[config.mk]
export PLATFORM = sky130hd
export DESIGN_NAME = rtl_handshake_source
export DESIGN_NICKNAME = d
export VERILOG_FILES = /design/src/rtl/rtl_handshake_source.sv
export SDC_FILE = /design/constraint.sdc
export NUM_CORES = 1
export LEC_CHECK = 0
export ABC_AREA = 0
export CAP_MARGIN = 20
export CORE_MARGIN = 4
export CORE_UTILIZATION = 40
export CTS_CLUSTER_DIAMETER = 80
export CTS_CLUSTER_SIZE = 30
export DETAILED_ROUTE_END_ITERATION = 7
export GPL_ROUTABILITY_DRIVEN = 0
export MAX_ROUTING_LAYER = met4
export SYNTH_ARGS = -nofsm -noshare
export SYNTH_HDL_FRONTEND = slang
export SYNTH_SLANG_ARGS = --single-unit
[constraint.sdc]
create_clock -name CLK -period 2.1 [get_ports CLK]
set_clock_uncertainty 0.2 [all_clocks]
set_input_delay 0.42 -clock CLK [delete_from_list [all_inputs] [get_ports CLK]]
set_output_delay 0.42 -clock CLK [all_outputs]
set_load 0.05 [all_outputs]
[src/rtl/rtl_handshake_source.sv]
// Ready/valid result source: reduces operand pairs, queues them in a small FIFO,
// presents them downstream and flags downstream stalls beyond a programmable limit.
module rtl_handshake_source #(
    parameter int WIDTH       = 4,
    parameter int DEPTH       = 2,
    parameter int STALL_LIMIT = 15
) (
    input  logic                       CLK,
    input  logic                       RESET,
    input  logic [WIDTH-1:0]           in1,
    input  logic [WIDTH-1:0]           in2,
    input  logic                       in_valid,
    output logic                       in_ready,
    output logic                       handshake_valid,
    input  logic                       handshake_ready,
    output logic                       out,
    output logic [WIDTH-1:0]           out_data,
    output logic [$clog2(DEPTH):0]     occupancy,
    output logic                       stall_err
);
    localparam int PTR_W = $clog2(DEPTH);
    localparam int OCC_W = $clog2(DEPTH) + 1;
    localparam int CNT_W = $clog2(STALL_LIMIT + 1);

    typedef enum logic [1:0] {
        ST_EMPTY   = 2'd0,
        ST_PARTIAL = 2'd1,
        ST_FULL    = 2'd2
    } state_t;

    state_t             state_r;
    logic [PTR_W-1:0]   wr_ptr_r;
    logic [PTR_W-1:0]   rd_ptr_r;
    logic [OCC_W-1:0]   occ_r;
    logic               mem_out_r  [DEPTH];
    logic [WIDTH-1:0]   mem_data_r [DEPTH];
    logic               head_out_r;
    logic [WIDTH-1:0]   head_data_r;
    logic               in_ready_r;
    logic               valid_r;
    logic [CNT_W-1:0]   stall_cnt_r;
    logic               stall_err_r;

    logic               push_s;
    logic               pop_s;
    logic               push_out_s;
    logic [WIDTH-1:0]   push_data_s;
    logic [OCC_W-1:0]   occ_next_s;
    logic [PTR_W-1:0]   wr_ptr_next_s;
    logic [PTR_W-1:0]   rd_ptr_next_s;
    logic               head_out_next_s;
    logic [WIDTH-1:0]   head_data_next_s;

    // Handshakes, entry transform and next FIFO bookkeeping.
    always_comb begin
        push_s        = in_valid && in_ready_r;
        pop_s         = valid_r && handshake_ready;
        push_out_s    = (|in1) & (&in1);
        push_data_s   = in1 ^ in2;
        wr_ptr_next_s = push_s ? (wr_ptr_r + {{(PTR_W-1){1'b0}}, 1'b1}) : wr_ptr_r;
        rd_ptr_next_s = pop_s  ? (rd_ptr_r + {{(PTR_W-1){1'b0}}, 1'b1}) : rd_ptr_r;
        case ({push_s, pop_s})
            2'b10:   occ_next_s = occ_r + {{(OCC_W-1){1'b0}}, 1'b1};
            2'b01:   occ_next_s = occ_r - {{(OCC_W-1){1'b0}}, 1'b1};
            default: occ_next_s = occ_r;
        endcase
    end

    // Next head entry; a push landing on the new head slot bypasses the memory.
    always_comb begin
        head_out_next_s  = 1'b0;
        head_data_next_s = {WIDTH{1'b0}};
        if (occ_next_s == {OCC_W{1'b0}}) begin
            head_out_next_s  = 1'b0;
            head_data_next_s = {WIDTH{1'b0}};
        end else if (push_s && (rd_ptr_next_s == wr_ptr_r)) begin
            head_out_next_s  = push_out_s;
            head_data_next_s = push_data_s;
        end else begin
            head_out_next_s  = mem_out_r[rd_ptr_next_s];
            head_data_next_s = mem_data_r[rd_ptr_next_s];
        end
    end

    // FIFO storage, pointers, occupancy and registered head outputs.
    always_ff @(posedge CLK) begin
        if (RESET) begin
            wr_ptr_r    <= {PTR_W{1'b0}};
            rd_ptr_r    <= {PTR_W{1'b0}};
            occ_r       <= {OCC_W{1'b0}};
            head_out_r  <= 1'b0;
            head_data_r <= {WIDTH{1'b0}};
            for (int i = 0; i < DEPTH; i++) begin
                mem_out_r[i]  <= 1'b0;
                mem_data_r[i] <= {WIDTH{1'b0}};
            end
        end else begin
            if (push_s) begin
                mem_out_r[wr_ptr_r]  <= push_out_s;
                mem_data_r[wr_ptr_r] <= push_data_s;
            end
            wr_ptr_r    <= wr_ptr_next_s;
            rd_ptr_r    <= rd_ptr_next_s;
            occ_r       <= occ_next_s;
            head_out_r  <= head_out_next_s;
            head_data_r <= head_data_next_s;
        end
    end

    // Upstream fill-level FSM with its registered ready/valid outputs.
    always_ff @(posedge CLK) begin
        if (RESET) begin
            state_r    <= ST_EMPTY;
            in_ready_r <= 1'b1;
            valid_r    <= 1'b0;
        end else begin
            case (state_r)
                ST_EMPTY: begin
                    if (push_s) state_r <= ST_PARTIAL;
                    else        state_r <= ST_EMPTY;
                end
                ST_PARTIAL: begin
                    if (push_s && !pop_s && (occ_next_s == OCC_W'(DEPTH)))
                        state_r <= ST_FULL;
                    else if (pop_s && !push_s && (occ_next_s == {OCC_W{1'b0}}))
                        state_r <= ST_EMPTY;
                    else
                        state_r <= ST_PARTIAL;
                end
                ST_FULL: begin
                    if (pop_s) state_r <= ST_PARTIAL;
                    else       state_r <= ST_FULL;
                end
                default: state_r <= ST_EMPTY;
            endcase
            in_ready_r <= (occ_next_s != OCC_W'(DEPTH));
            valid_r    <= (occ_next_s != {OCC_W{1'b0}});
        end
    end

    // Consecutive-stall counter and sticky error flag.
    always_ff @(posedge CLK) begin
        if (RESET) begin
            stall_cnt_r <= {CNT_W{1'b0}};
            stall_err_r <= 1'b0;
        end else begin
            if (!valid_r || pop_s)
                stall_cnt_r <= {CNT_W{1'b0}};
            else if (stall_cnt_r != CNT_W'(STALL_LIMIT))
                stall_cnt_r <= stall_cnt_r + {{(CNT_W-1){1'b0}}, 1'b1};
            else
                stall_cnt_r <= stall_cnt_r;
            if (stall_cnt_r == CNT_W'(STALL_LIMIT))
                stall_err_r <= 1'b1;
            else
                stall_err_r <= stall_err_r;
        end
    end

    assign in_ready        = in_ready_r;
    assign handshake_valid = valid_r;
    assign out             = head_out_r;
    assign out_data        = head_data_r;
    assign occupancy       = occ_r;
    assign stall_err       = stall_err_r;

endmodule

==> results of run 1 <==
[placed cells by master (no fill, tap or decap), types with 2 or more instances in the layout]
master           count
buf_4               19
nor2_1              18
dfxtp_1             14
clkdlybuf4s50_1     11
edfxtp_1            10
inv_1                8
xnor2_1              7
mux2i_1              6
a21oi_1              6
nand2_1              5
o31ai_1              5
xor2_1               4
clkbuf_4             3
nor3b_1              2
nor3_1               2
nand3_1              2
or3_1                2
dfxtp_2              2
[layout make-up]
class                   instances  area, sq um
clock buffers                   3        22.52
well taps                      31        38.79
inverters                       8        30.03
repair buffers                 31        261.5
clock inverters                 1        30.03
fillers                       252         1232
flip-flops and latches         26        623.1
multi-input cells              72        495.5
[registers in the layout, indices dropped and copies added, names as in the netlist]
register	cells
stall_err	1
out_data	4
mem_data_r	8
handshake_valid	1
mem_out_r	2
occupancy	2
out	1
wr_ptr_r	1
stall_cnt_r	4
rd_ptr_r	1
in_ready	1
[critical path, stage by stage]
cell,delay (ns)
clkdlybuf4s50_1,0.47
nand2_1,0.06
inv_1,0.09
ha_4,0.21
nor3b_1,0.14
a311oi_2,0.25
buf_4,0.18
o31ai_1,0.08
a21oi_1,0.15
[cells by family (layout without fill, tap and decap cells)]
| family | after synthesis | count (layout) | share of synthesized area [%] |
|---|---|---|---|
| simple gates | 36 | 36 | 15.40 |
| xor+xnor | 12 | 12 | 9.901 |
| mux | 6 | 6 | 5.281 |
| flops | 26 | 26 | 54.57 |
| buf+inv | 9 | 43 | 2.970 |
| compound gates | 16 | 16 | 9.681 |
| fa+ha+maj | 2 | 2 | 2.200 |
[worst max-delay path by stage]
stage / cells after the start / endpoint
2_1_floorplan: 6 / out
3_3_place_gp: 8 / in_ready
6_report: 9 / out
3_5_place_dp: 8 / out
5_1_grt: 9 / out
4_1_cts: 8 / out
[power by group through the flow]
stage                     sequential [mW]  clock, mW  combinational, mW
after floorplan                     0.817          0              0.243
after global placement              0.663          0              0.593
after detailed placement            0.670          0              0.605
after CTS                           0.657      0.355              0.604
after global routing                0.668      0.377              0.656
final                               0.657      0.345              0.609
[metal layers]
metal  vias up  global-route usage [%]  routed length [um]  part of all wire (%)
met4         0                   7.740                  34                   1.6
met2        22                   24.32                1102                    51
li1        438                       -                   -                     -
met1       391                   15.32                 935                    43
met5         -                       -                   0                     0
met3         4                   2.516                  98                   4.5
[stage by stage]
stage          area (sq um)  worst slack [ns]  util, %  hold WS (ns)  setup TNS, ns
2_1_floorplan          1140           0.04860        -        0.2948              0
4_1_cts                1489           0.04893    54.46        0.2816              0
3_3_place_gp           1438           -0.2102    52.59        0.2347         -1.267
6_report               1501            0.1072    54.92        0.2721              0
3_5_place_dp           1438           -0.2964    52.59        0.2624         -1.684
5_1_grt                1501           0.01810    54.92        0.3256              0
==> flow_summary.ini, run 1 <==
[die]
start_util_pct = 41.60
dieArea_sq_um = 3761
core_area_sq_um = 2734
pin_count = 22
fp.dieH_um = 61.33
die_w_um = 61.33
num_rows = 19

[cts]
clk_pin_slew_worst_paths_ns = 0.14
hold_buffers = 0
cts_root_buf = clkbuf_4
clk_latency_ns = 0.32
htreeDepth = 1
cts_tree = built
cts_setup_buffers = 0
cts_max_path_buffers = 2
cts_buffers = 3
cts_sinks = 26
cts_resized = 1

[hold_path]
holdPathStages = 2
holdCritPathClass = flip-flop to flip-flop
min_to = stall_err
min_from = stall_err

[critical_path]
rr_endpoint = out
critical_path_class = input pin to flip-flop
cp_data_required_time_ns = 2.16
cp.arrival_ns = 2.05
rr_startpoint = handshake_valid
setup.worst_path.end_class = flip-flop
crit_start = handshake_ready
rrSetupSlack_ns = 0.31
crit_fanout = 6
cp-start-kind = input pin
reg2regPathDepth = 8

[synthesis]
synth_nets = 121
synth-async-reset-ratio_pct = 0
syn_area_sq_um = 1137
post-synth-top-count-cell = nor2_1
synth_flop_cell = dfxtp_1
ys_seq_area_share_pct = 54.57
synth_area_leaders = dfxtp_1 (28%), edfxtp_1 (26%), nor2_1 (5.9%)
syn_inst = 107
ys_top_cells_by_count = nor2_1 (18), dfxtp_1 (16), edfxtp_1 (10)
yosysTopAreaCellShare_pct = 28.16
yosysUniqueCellTypes = 27
synth_area_per_cell_sq_um = 10.63
synth_top_area_cell = dfxtp_1
synth_edf_count = 10
synth.ff_latch_count = 26
yosysWarnings = 0

[detailed_routing]
drc = 0
routed-via-count = 855
routed_via_density = 4.971
drt-total-wl_um = 2171
dr.first_iter.drc_count = 44
drtAntennaViolNets = 0
wl_per_cell_um = 12.62
dr.pass1.iters = 4

[global_route]
overflow = 0
grt_first_pass_wirelength_um = 3753
grt_pass1_vias = 873
grt.total_usage_pct = 14.16
grt_max_degree = 16
antenna_found_initial = 0

[run_status]
status = completed

[power]
pwr-share-seq_pct = 40.8
pwr-share-clk_pct = 21.4
power_mw = 1.611
switchingPower_mw = 0.5606
combPwrFrac_pct = 37.8
p_per_area_nw_per_um2 = 1073
irDropWorstVdd_mv = 0.6742
p_sw_share_pct = 34.80
power_leakage_nw = 0.6453
internal_power_mw = 1.050

[place]
numPortBuffers = 21
dp_hpwl_um = 1754
dp.cells = 168

[sta]
grt_setup_unrepaired = false
fin_crit_ns = 1.993
period_share_pct = 94.89
max_freq_mhz = 501.8
maxSlewHeadroom_pct = 67.21
finalSetupViolations = 0
hold_violations = 0
tightest_slew_ns = 0.4938
slew_violations = 0

[cells_and_area]
syn2layout_area_growth_pct = 32.01
final_cells = 172
fin_nets = 156
final_layout_size_suffix_gt1_share_pct = 21.28
n_antenna_cell = 0

[run]
drv_cap = 0
Note: power is estimated with default switching activity, not from simulation.
==> run 2: changes to the inputs <==
--- a/config.mk
+++ b/config.mk
@@ -6,7 +6,6 @@
 export NUM_CORES = 1
 export LEC_CHECK = 0
 export ABC_AREA = 0
-export CAP_MARGIN = 20
 export CORE_MARGIN = 4
 export CORE_UTILIZATION = 40
 export CTS_CLUSTER_DIAMETER = 80
==> results of run 2 <==
Same layout as run 1: the final DEF is identical, and so are final timing and power.
